==> src/rtl/cmos_pattern_timing_gen_if.sv <==
// cmos_pattern_timing_gen_if
//   Bundles the control inputs and the sensor-style video outputs of
//   cmos_pattern_timing_gen.
//   master : the timing generator. It takes en/mode/solid_color and drives the video signals.
//   slave  : the consumer (VIP pipeline or testbench).
// Signals
//   en           run request (level)
//   mode         0 colour bar, 1 gradient, 2 checkerboard, 3 solid
//   solid_color  pixel value for mode 3
//   vsync        frame sync
//   href         line valid
//   clken        pixel enable (same as href)
//   data         pixel data {C2,C1,C0}
//   x_pos/y_pos  active coordinates of the current pixel
//   frame_cnt    completed-frame count
//   frame_done   frame-end pulse
//   busy         generator not idle
interface cmos_pattern_timing_gen_if #(
    parameter int DW = 8,
    parameter int CH = 3
);
    logic                 en;
    logic [1:0]           mode;
    logic [CH*DW-1:0]     solid_color;
    logic                 vsync;
    logic                 href;
    logic                 clken;
    logic [CH*DW-1:0]     data;
    logic [10:0]          x_pos;
    logic [10:0]          y_pos;
    logic [15:0]          frame_cnt;
    logic                 frame_done;
    logic                 busy;

    modport master (
        input  en, mode, solid_color,
        output vsync, href, clken, data, x_pos, y_pos, frame_cnt, frame_done, busy
    );

    modport slave (
        output en, mode, solid_color,
        input  vsync, href, clken, data, x_pos, y_pos, frame_cnt, frame_done, busy
    );
endinterface

==> src/rtl/cmos_pattern_timing_gen.sv <==
// cmos_pattern_timing_gen
//   CMOS-camera timing generator with a built-in test-pattern source.
//   It produces vsync/href/clken/data in sensor front-end format, so the VIP
//   pipeline can be fed without image files.
//   Ports
//     clk    pixel clock
//     rst_n  asynchronous active-low reset
//     bus    cmos_pattern_timing_gen_if.master
//            inputs : en, mode, solid_color
//            outputs: vsync, href, clken, data, x_pos, y_pos, frame_cnt,
//                     frame_done, busy
//   Build option
//     CPTG_SCROLL_EN  When defined, the pattern x coordinate is offset by
//                     frame_cnt[7:0] modulo H_DISP, so the pattern scrolls
//                     by 1 px per frame. This needs H_DISP >= 256.
//                     x_pos still reports the unscrolled x.
module cmos_pattern_timing_gen #(
    parameter int DW       = 8,
    parameter int CH       = 3,
    parameter int H_DISP   = 640,
    parameter int V_DISP   = 480,
    parameter int H_SYNC   = 5,
    parameter int H_BACK   = 5,
    parameter int H_FRONT  = 5,
    parameter int V_SYNC   = 1,
    parameter int V_BACK   = 0,
    parameter int V_FRONT  = 1,
    parameter int CHK_LOG2 = 4,
    parameter int VS_POL   = 1
) (
    input  logic                          clk,
    input  logic                          rst_n,
    cmos_pattern_timing_gen_if.master     bus
);

    localparam int CW      = 16;
    localparam int H_TOTAL = H_SYNC + H_BACK + H_DISP + H_FRONT;
    localparam int V_TOTAL = V_SYNC + V_BACK + V_DISP + V_FRONT;

    localparam logic [CW-1:0] H_LAST   = CW'(H_TOTAL - 1);
    localparam logic [CW-1:0] V_LAST   = CW'(V_TOTAL - 1);
    localparam logic [CW-1:0] H_ACT0   = CW'(H_SYNC + H_BACK);
    localparam logic [CW-1:0] H_ACT1   = CW'(H_SYNC + H_BACK + H_DISP);
    localparam logic [CW-1:0] V_ACT0   = CW'(V_SYNC + V_BACK);
    localparam logic [CW-1:0] V_ACT1   = CW'(V_SYNC + V_BACK + V_DISP);
    localparam logic [CW-1:0] V_SYNC_C = CW'(V_SYNC);
    localparam logic [10:0]   BAR_W    = 11'(H_DISP / 8);
    localparam logic          VS_ON    = (VS_POL != 0);

    typedef enum logic [1:0] {IDLE, RUN, STOP_PEND} state_t;

    state_t              state;
    logic [CW-1:0]       hcnt;
    logic [CW-1:0]       vcnt;
    logic [1:0]          mode_q;
    logic [CH*DW-1:0]    solid_q;

    logic                vsync_q;
    logic                href_q;
    logic [CH*DW-1:0]    data_q;
    logic [10:0]         x_q;
    logic [10:0]         y_q;
    logic [15:0]         frame_cnt_q;
    logic                frame_done_q;
    logic                busy_q;

    logic                running;
    logic                frame_end;
    logic                active;
    logic                latch_cfg;
    logic [10:0]         x;
    logic [10:0]         y;
    logic [10:0]         xs;
    logic [2:0]          bar;
    logic                chk;
    logic                ch_on;
    logic [DW-1:0]       grad;
    logic [CH*DW-1:0]    pix;

    assign running   = (state != IDLE);
    assign frame_end = running && (hcnt == H_LAST) && (vcnt == V_LAST);
    assign active    = running && (vcnt >= V_ACT0) && (vcnt < V_ACT1)
                                && (hcnt >= H_ACT0) && (hcnt < H_ACT1);
    // The frame's pattern settings are captured at its first counter position.
    // This keeps a mid-frame change from tearing the image.
    assign latch_cfg = ((state == IDLE) && bus.en) ||
                       ((state == RUN) && (hcnt == '0) && (vcnt == '0));

    assign x = 11'(hcnt - H_ACT0);
    assign y = 11'(vcnt - V_ACT0);

`ifdef CPTG_SCROLL_EN
    logic [10:0] xsum;
    assign xsum = x + {3'b000, frame_cnt_q[7:0]};
    assign xs   = (xsum >= 11'(H_DISP)) ? (xsum - 11'(H_DISP)) : xsum;
`else
    assign xs = x;
`endif

    assign bar  = 3'(xs / BAR_W);
    assign chk  = xs[CHK_LOG2] ^ y[CHK_LOG2];
    assign grad = DW'(32'(xs));

    always_comb begin
        pix   = '0;
        ch_on = 1'b0;
        case (mode_q)
            2'd0: begin
                // Bar b: R=~b[1], G=~b[2], B=~b[0]. A mono build shows G.
                for (int unsigned c = 0; c < CH; c++) begin
                    if (CH == 1)     ch_on = ~bar[2];
                    else if (c == 2) ch_on = ~bar[1];
                    else if (c == 1) ch_on = ~bar[2];
                    else             ch_on = ~bar[0];
                    pix[c*DW +: DW] = {DW{ch_on}};
                end
            end
            2'd1: begin
                for (int unsigned c = 0; c < CH; c++) begin
                    pix[c*DW +: DW] = grad;
                end
            end
            2'd2:    pix = {(CH*DW){chk}};
            default: pix = solid_q;
        endcase
    end

    always_ff @(posedge clk or negedge rst_n) begin
        if (!rst_n) begin
            state        <= IDLE;
            hcnt         <= '0;
            vcnt         <= '0;
            mode_q       <= '0;
            solid_q      <= '0;
            vsync_q      <= ~VS_ON;
            href_q       <= 1'b0;
            data_q       <= '0;
            x_q          <= '0;
            y_q          <= '0;
            frame_cnt_q  <= '0;
            frame_done_q <= 1'b0;
            busy_q       <= 1'b0;
        end else begin
            href_q       <= active;
            data_q       <= active ? pix : '0;
            x_q          <= active ? x : '0;
            y_q          <= active ? y : '0;
            vsync_q      <= running ? ((vcnt >= V_SYNC_C) ~^ VS_ON) : ~VS_ON;
            frame_done_q <= frame_end;
            frame_cnt_q  <= frame_end ? frame_cnt_q + 16'd1 : frame_cnt_q;
            busy_q       <= running;

            if (latch_cfg) begin
                mode_q  <= bus.mode;
                solid_q <= bus.solid_color;
            end

            case (state)
                IDLE: begin
                    hcnt <= '0;
                    vcnt <= '0;
                    if (bus.en) state <= RUN;
                end
                RUN, STOP_PEND: begin
                    if (hcnt == H_LAST) begin
                        hcnt <= '0;
                        vcnt <= (vcnt == V_LAST) ? '0 : vcnt + 1'b1;
                    end else begin
                        hcnt <= hcnt + 1'b1;
                    end
                    if (state == RUN) begin
                        if (!bus.en) state <= STOP_PEND;
                    end else if (bus.en) begin
                        state <= RUN;
                    end else if (frame_end) begin
                        state <= IDLE;
                    end
                end
                default: state <= IDLE;
            endcase
        end
    end

    assign bus.vsync      = vsync_q;
    assign bus.href       = href_q;
    assign bus.clken      = href_q;
    assign bus.data       = data_q;
    assign bus.x_pos      = x_q;
    assign bus.y_pos      = y_q;
    assign bus.frame_cnt  = frame_cnt_q;
    assign bus.frame_done = frame_done_q;
    assign bus.busy       = busy_q;

endmodule

==> src/flat_wrapper.sv <==
// flat-port wrapper written by rule: the top's interface ports become plain ports
module cmos_pattern_timing_gen_flat 
#(
    parameter int DW       = 8,
    parameter int CH       = 3,
    parameter int H_DISP   = 640,
    parameter int V_DISP   = 480,
    parameter int H_SYNC   = 5,
    parameter int H_BACK   = 5,
    parameter int H_FRONT  = 5,
    parameter int V_SYNC   = 1,
    parameter int V_BACK   = 0,
    parameter int V_FRONT  = 1,
    parameter int CHK_LOG2 = 4,
    parameter int VS_POL   = 1
)
  (clk, rst_n, bus_en, bus_mode, bus_solid_color, bus_vsync, bus_href, bus_clken, bus_data, bus_x_pos, bus_y_pos, bus_frame_cnt, bus_frame_done, bus_busy);
  cmos_pattern_timing_gen_if #(.DW(DW), .CH(CH)) bus_i ();
  input  logic clk;
  input  logic rst_n;
  input wire logic [$bits(bus_i.en)-1:0] bus_en;
  input wire logic [$bits(bus_i.mode)-1:0] bus_mode;
  input wire logic [$bits(bus_i.solid_color)-1:0] bus_solid_color;
  output wire logic [$bits(bus_i.vsync)-1:0] bus_vsync;
  output wire logic [$bits(bus_i.href)-1:0] bus_href;
  output wire logic [$bits(bus_i.clken)-1:0] bus_clken;
  output wire logic [$bits(bus_i.data)-1:0] bus_data;
  output wire logic [$bits(bus_i.x_pos)-1:0] bus_x_pos;
  output wire logic [$bits(bus_i.y_pos)-1:0] bus_y_pos;
  output wire logic [$bits(bus_i.frame_cnt)-1:0] bus_frame_cnt;
  output wire logic [$bits(bus_i.frame_done)-1:0] bus_frame_done;
  output wire logic [$bits(bus_i.busy)-1:0] bus_busy;
  assign bus_i.en = bus_en;
  assign bus_i.mode = bus_mode;
  assign bus_i.solid_color = bus_solid_color;
  assign bus_vsync = bus_i.vsync;
  assign bus_href = bus_i.href;
  assign bus_clken = bus_i.clken;
  assign bus_data = bus_i.data;
  assign bus_x_pos = bus_i.x_pos;
  assign bus_y_pos = bus_i.y_pos;
  assign bus_frame_cnt = bus_i.frame_cnt;
  assign bus_frame_done = bus_i.frame_done;
  assign bus_busy = bus_i.busy;
  cmos_pattern_timing_gen #(.DW(DW), .CH(CH), .H_DISP(H_DISP), .V_DISP(V_DISP), .H_SYNC(H_SYNC), .H_BACK(H_BACK), .H_FRONT(H_FRONT), .V_SYNC(V_SYNC), .V_BACK(V_BACK), .V_FRONT(V_FRONT), .CHK_LOG2(CHK_LOG2), .VS_POL(VS_POL)) u_core (.clk(clk), .rst_n(rst_n), .bus(bus_i));
endmodule
==> config.mk <==
export PLATFORM = sky130hd
export DESIGN_NAME = cmos_pattern_timing_gen_flat
export DESIGN_NICKNAME = d
export VERILOG_FILES = /design/src/rtl/cmos_pattern_timing_gen_if.sv /design/src/rtl/cmos_pattern_timing_gen.sv /design/src/flat_wrapper.sv
export SDC_FILE = /design/constraint.sdc
export NUM_CORES = 1
export LEC_CHECK = 0
export BUFFER_PORTS_ARGS = -buffer_cell sky130_fd_sc_hd__buf_2
export CORE_UTILIZATION = 45
export CTS_CLUSTER_DIAMETER = 120
export DETAILED_ROUTE_END_ITERATION = 10
export HOLD_SLACK_MARGIN = 0.05
export PLACE_DENSITY = 0.69
export SLEW_MARGIN = 5
export SYNTH_ARGS = -nofsm -noshare
export SYNTH_HDL_FRONTEND = slang
export SYNTH_SLANG_ARGS = --single-unit
==> constraint.sdc <==
create_clock -name clk -period 4.9 [get_ports clk]
set_input_delay 0.245 -clock clk [delete_from_list [all_inputs] [get_ports clk]]
set_output_delay 0.245 -clock clk [all_outputs]
set_load 0.005 [all_outputs]
==> results of run 1 <==
Yosys cell counts (all sizes together) (3+ instances only):
library cell | instances | area [sq um]
dfrtp | 126 | 3150
or3 | 8 | 50.1
o311ai | 3 | 41.3
clkbuf | 34 | 128
a21oi | 18 | 90.1
buf | 13 | 91.3
a31oi | 5 | 61.3
o22ai | 7 | 43.8
mux2 | 28 | 315
o211ai | 4 | 35.0
mux2i | 5 | 50.1
o31ai | 10 | 75.1
nor4 | 10 | 68.8
o21ai | 50 | 254
and2 | 4 | 27.5
nor2b | 5 | 31.3
nand2b | 7 | 43.8
o221a | 26 | 293
o21a | 3 | 22.5
nand4 | 17 | 113
ha | 15 | 188
nand3 | 22 | 110
nor2 | 67 | 251
xnor2 | 30 | 282
or4 | 6 | 52.6
inv | 14 | 52.6
and3 | 16 | 100
a211oi | 6 | 57.6
nor3 | 25 | 130
xor2 | 14 | 123
nand2 | 60 | 228
a21o | 3 | 22.5
worst max-delay path, cell delays in order, from the launching register on:
cell and delay (ps):
dfrtp_1 530, inv_1 140, ha_1 230, nor3b_1 180, mux2i_1 230, or4_1 780
o31ai_1 480, a31oi_4 160, and3b_1 260, a311oi_1 280, o22ai_1 120, xnor2_1 220
xnor2_1 140, and3_1 330, o221a_1 240
state kept, by name, indices dropped and copies added, names as in the netlist:
name and count:
u_core.bus.x_pos 11, u_core.bus.frame_cnt 16, u_core.mode_q 2, u_core.bus.frame_done 1, u_core.bus.vsync 1, u_core.solid_q 24, u_core.bus.clken 1, u_core.state 2
u_core.bus.y_pos 11, u_core.bus.data 24, u_core.vcnt 16, u_core.hcnt 16, u_core.bus.busy 1
cell families after synthesis:
kind of cell | Yosys count | synth area share
adder cells (fa/ha/maj) | 15 | 0.0275
AND/OR/NAND/NOR | 257 | 0.188
flip-flops | 126 | 0.461
buffers and inverters | 61 | 0.0397
AO/OA/AOI/OAI | 153 | 0.171
XOR/XNOR | 44 | 0.0591
multiplexers | 33 | 0.0534
how the worst max path moves through the flow:
stage	start	end
6_report	u_core.hcnt[2]$_DFFE_PN0P_	u_core.bus.data[6]$_DFF_PN0_
5_1_grt	u_core.hcnt[2]$_DFFE_PN0P_	u_core.bus.data[6]$_DFF_PN0_
2_1_floorplan	u_core.hcnt[1]$_DFFE_PN0P_	u_core.bus.data[6]$_DFF_PN0_
3_3_place_gp	u_core.hcnt[1]$_DFFE_PN0P_	u_core.bus.data[6]$_DFF_PN0_
3_5_place_dp	u_core.hcnt[2]$_DFFE_PN0P_	u_core.bus.data[6]$_DFF_PN0_
4_1_cts	u_core.hcnt[2]$_DFFE_PN0P_	u_core.bus.data[6]$_DFF_PN0_
per-stage QoR:
step	cell area [sq um]	instances	hold WS [ps]	setup WS, ps	util
2_1_floorplan	6840	689	-50.6	948	-
3_3_place_gp	7400	928	426	817	0.503
3_5_place_dp	7400	928	445	635	0.503
4_1_cts	8080	972	51.7	545	0.549
5_1_grt	8080	972	51.7	229	0.550
6_report	8080	972	58.7	515	0.550
final cells by class:
class | count | area [sq um] | area share
multi-input combinational | 502 | 3440 | 0.425
sequential | 126 | 3150 | 0.390
timing repair buffer | 114 | 651 | 0.0805
clock buffer | 19 | 443 | 0.0548
tap | 184 | 230 | 0.0285
clock inverter | 13 | 114 | 0.0141
inverter | 14 | 52.6 | 0.00650
power breakdown:
part	total (W)	leakage [nW]	switching [W]	internal, W
registers	0.00128	1.69	0.000103	0.00118
clock network	0.00119	0.274	0.000480	0.000710
logic	0.000807	1.89	0.000493	0.000315
total	0.00328	3.86	0.00108	0.00220
what timing repair did:
item / CTS / global route
gates resized for setup: 0 / 0
endpoints found under the hold margin: 85 / 0
hold buffers: 12 / 0
endpoints found under the setup margin: 0 / 0
metal layers:
metal / track usage / vias up
met5: 0 / -
met4: 0.0925 / 0
met3: 0.0479 / 35
met2: 0.358 / 202
met1: 0.301 / 2761
li1: - / 2670
==> metrics.md, run 1 <==
| Metric | Value |
|---|---|
| FF+latch count, synth | `126` |
| Cell area after synthesis | `6840 sq um` |
| Die area | `15700 sq um` |
| Antenna cell count | `0` |
| Post-DP HPWL | `12000 um` |
| Largest net degree at the start of global routing | `76` |
| Final Wtd Congestion | `0.861` |
| Min-Delay Endpoint | `u_core.solid_q[0]$_DFFE_PN0P_` |
| Wirelength, routed | `17200 um` |
| FF-to-FF setup slack | `510 ps` |
| Starting Density | `0.465` |
| Hold path depth | `2` |
| Reg2reg start | `u_core.hcnt[2]$_DFFE_PN0P_` |
| GRT overflow | `0` |
| ANT nets after route | `0` |
| Commonest cells after routing, fill and taps aside | `dfrtp_1 (126), buf_2 (94), nor2_1 (67)` |
| Drt drc | `16` |
| Fin nets | `819` |
| Layout cells sized above 1 | `0.256` |
| Hold_sp | `bus_solid_color[0]` |
| Critical path fanouts, max | `11` |
| Syn Nets | `733` |
| Synth Flop Type | `dfrtp_1` |
| Worst R2R End | `u_core.bus.data[6]$_DFF_PN0_` |
| RSZ-0062 raised after global routing | `false` |
| Rel. slew slack | `0.294` |
| Critical path launch point type | `flop` |
| Mean Syn Cell Area | `9.92 sq um` |
| Status | `finished with violations` |
| CTS max path bufs | `2` |
| Post-Synthesis Cells | `689` |
| TritonCTS clock tree | `built` |
| IO Count | `96` |
| Via-to-Cell Ratio | `5.83` |
| Initial antenna violation count | `0` |
| Global-route wire length before repair | `28300 um` |
| CTS Buf Count | `17` |
| Fin. Hold Viols | `0` |
| Worst vdd rail ir drop | `0.345 mV` |
| Top sig layer | `met4` |
| Core ar. | `14700 sq um` |
| Filler cell count | `1245` |
| TritonRoute pass-1 iters | `8` |
| YS warnings | `0` |
| R2R depth | `14` |
| Number of synthesized flops with an enable pin | `0` |
| H-tree levels | `4` |
| Clk_lat worst skew | `430 ps` |
| Critical path type | `reg2reg` |
| Data arrival, critical path | `4740 ps` |
| Clk sinks | `126` |
| Vias | `5668` |
| Final period util | `0.895` |
| Post-synthesis async set-or-reset flop share | `1.00` |
| WL met3 | `1030 um` |
| Fmax | `228 MHz` |
| Pwr Total | `0.00328 W` |
| Worst endpoint required time | `5260 ps` |
| Fin crit period | `4390 ps` |
| Die Y | `125 um` |
| Initial DRC Count | `571` |
| Layout area overhead | `18.2%` |
| CTS root buf | `clkbuf_16` |
| Reg clk slew, reported paths | `60 ps` |
| Worst Skew | `9.04 ps` |
| Setup violators final | `0` |
| Final slew viol count | `0` |
| Most common cell after layout, fill and taps aside | `dfrtp_1` |
| Lkg Pwr | `3.86 nW` |
| CP Capture Type | `flop` |
| Sequential share of the synthesized area | `0.461` |
| FP Rows | `44` |
| # port buffers | `95` |
| Via count of the first global-routing pass | `5580` |
| Met1 Routed Length | `7690 um` |
| Failing checks | `design-rule violations` |
| Setup TNS | `0 ps` |
| Post-synthesis cell type count | `70` |
| Worst min-delay path category | `in2reg` |
| WL per Instance | `17.7 um` |
| Tot GR Track Use | `0.226` |
| Setup Buffers After CTS | `0` |
| Metal2 WL | `8150 um` |
| Power Dens Cells | `405 nW/um^2` |
| Max-cap violation count | `0` |
| Worst-margin pin slew | `1050 ps` |
| Die width | `125 um` |
Note: power is estimated with default switching activity, not from simulation.
==> run 2, diff against run 1 <==
==> constraint.sdc (replaced) <==
create_clock -name clk -period 5.5 [get_ports clk]
set_input_delay 0.275 -clock clk [delete_from_list [all_inputs] [get_ports clk]]
set_output_delay 0.275 -clock clk [all_outputs]
set_load 0.005 [all_outputs]
==> metrics.md, run 2 (synthesis gave the netlist of run 1 again) <==
| Metric | Value |
|---|---|
| RSZ-0062 raised after global routing | `false` |
| Clk_lat worst skew | `420 ps (about the same)` |
| Die width | `125 um (unchanged)` |
| Filler cell count | `1264 (+1.5%)` |
| Core ar. | `14700 sq um (unchanged)` |
| TritonRoute pass-1 iters | `10 (+2)` |
| Critical path type | `reg2reg` |
| Worst min-delay path category | `in2reg` |
| # port buffers | `95 (unchanged)` |
| Setup TNS | `0 ps (unchanged)` |
| Cts repair resizes | `0 (unchanged)` |
| Failing checks | `design-rule violations` |
| Slowest-stage cell, CP | `nor2b_1` |
| Worst-margin pin slew | `1270 ps (+216 ps)` |
| Global-route wire length before repair | `27600 um (-2.5%)` |
| Setup Buffers After CTS | `0 (unchanged)` |
| Placed instance area | `7380 sq um (-0.20%)` |
| Largest net degree at the start of global routing | `70 (-7.9%)` |
| Via count of the first global-routing pass | `5342 (-4.3%)` |
| Fin. Hold Viols | `0 (unchanged)` |
| Drt drc | `16 (unchanged)` |
| Worst vdd rail ir drop | `0.246 mV (-29%)` |
| Worst Skew | `7.42 ps (-1.62 ps)` |
| ANT nets after route | `0 (unchanged)` |
| Antenna cell count | `0 (unchanged)` |
| Layout area overhead | `16.8%` |
| Initial antenna violation count | `0 (unchanged)` |
| CP dominant cell by count | `o311ai_2` |
| Multi-input gate area | `3430 sq um (-0.11%)` |
| Status | `finished with violations` |
| Family with the most delay on the worst path | `simple AND/OR/NAND/NOR gates` |
| Die Y | `125 um (unchanged)` |
| Final Wtd Congestion | `0.927 (+7.7%)` |
| IO Count | `96 (unchanged)` |
| Critical path fanouts, max | `13 (+2)` |
| Final slew viol count | `0 (unchanged)` |
| Fmax | `210 MHz (-7.7%)` |
| Wirelength, routed | `16900 um (-2.0%)` |
| Reg clk slew, reported paths | `60 ps (about the same)` |
| Data arrival, critical path | `5110 ps (+370 ps)` |
| CP Capture Type | `flop` |
| WL per Instance | `17.6 um (-0.69%)` |
| Fin nets | `806 (-1.6%)` |
| CTS root buf | `clkbuf_16` |
| Via-to-Cell Ratio | `5.89 (+1.1%)` |
| Final period util | `0.864 (-0.0307)` |
| GRT overflow | `0 (unchanged)` |
| Rel. slew slack | `0.131 (-0.163)` |
| Critical path buffers and inverters | `2 (+1)` |
| Most common cell after layout, fill and taps aside | `dfrtp_1` |
| Hold buffers post-CTS | `1 (-11)` |
| Post-DP HPWL | `11900 um (-0.35%)` |
| Lkg Pwr | `3.81 nW (-1.1%)` |
| Layout cells sized above 1 | `0.258 (+0.00172)` |
| CP max stage delay | `600 ps (-180 ps)` |
| Fin crit period | `4750 ps (+368 ps)` |
| Fin area | `7980 sq um (-1.2%)` |
| Starting Density | `0.465 (unchanged)` |
| Worst endpoint required time | `5850 ps (+590 ps)` |
| Setup violators final | `0 (unchanged)` |
| H-tree levels | `4 (unchanged)` |
| Tot GR Track Use | `0.222 (-0.00403)` |
| Register area | `3150 sq um (unchanged)` |
| Die area | `15700 sq um (unchanged)` |
| TritonCTS clock tree | `built` |
| Commonest cells after routing, fill and taps aside | `dfrtp_1 (126), buf_2 (94), nor2_1 (67)` |
| Max-cap violation count | `0 (unchanged)` |
| Initial DRC Count | `472 (-17%)` |
| Vias | `5653 (-0.26%)` |
| CTS max path bufs | `2 (unchanged)` |
| Clk sinks | `126 (unchanged)` |
| Crit path cell chain | `inv_1, ha_1, nor2b_1, nor2_1, buf_4, or4_1, o211ai_2, o211a_2, nand3b_1, o31ai_1, o311ai_2, o311ai_2, xnor2_1, and3_1, o221a_1` |
| Critical path launch point type | `flop` |
| CTS Buf Count | `17 (unchanged)` |
| Final Util | `0.543 (-0.00664)` |
| Power Dens Cells | `372 nW/um^2 (-8.3%)` |
| FP Rows | `44 (unchanged)` |
run 2: cell types whose count changed in the layout (fill, tap and decap cells not counted), sizes merged:
| cell | previous run | this run |
|---|---|---|
| dlygate4sd3 | 12 | 1 |
| buf | 102 | 100 |
| bufinv | 1 | 2 |
| inv | 17 | 18 |
| clkbuf | 19 | 17 |
run 2: through the flow:
stage	hold WS, ps	setup WS (ps)	power (W)	std cells
finish	84.0	746	0.00297	959
global placement	368	1080	0.00183	926
global route	71.8	396	0.00310	959
floorplan	-20.6	1550	0.00163	689
detailed placement	368	864	0.00185	926
CTS	64.6	807	0.00298	959
run 2: layout make-up:
class                      instances  share of cell area
tap                              184              0.0288
sequential                       126               0.395
timing repair buffer             101              0.0658
inverter                          14             0.00658
clock buffer                      17              0.0533
multi-input combinational        502               0.430
clock inverter                    15              0.0204
run 2: per-layer routing:
| metal | wire length (um) | GRT usage | share of wire | vias to the layer above |
|---|---|---|---|---|
| li1 | - | - | - | 2658 |
| met1 | 7680 | 0.300 | 0.46 | 2768 |
| met2 | 7790 | 0.346 | 0.46 | 188 |
| met3 | 1020 | 0.0573 | 0.060 | 39 |
| met4 | 386 | 0.0753 | 0.023 | 0 |
| met5 | 0 | 0 | 0 | - |
run 2: report_power, final:
group	internal, W	switching, W	leakage [nW]
Combinational	0.000272	0.000442	1.83
Clock	0.000673	0.000445	0.286
Sequential	0.00105	0.0000885	1.69
Total	0.00199	0.000975	3.81
run 2: path summary, 6_finish.rpt:
check | end | from | cells after the start | slack, ps
setup reg to reg | u_core.bus.data[1]$_DFF_PN0_ | u_core.hcnt[1]$_DFFE_PN0P_ | 15 | 750
hold reg to reg | u_core.bus.frame_cnt[15]$_DFFE_PN0P_ | u_core.bus.frame_cnt[15]$_DFFE_PN0P_ | 1 | 470
min in group asynchronous | u_core.bus.frame_cnt[14]$_DFFE_PN0P_ | rst_n | 2 | 440
max in group asynchronous | u_core.hcnt[7]$_DFFE_PN0P_ | rst_n | 3 | 3700
setup / recovery | u_core.bus.data[1]$_DFF_PN0_ | u_core.hcnt[1]$_DFFE_PN0P_ | 15 | 750
hold / removal | u_core.solid_q[6]$_DFFE_PN0P_ | bus_solid_color[6] | 2 | 80
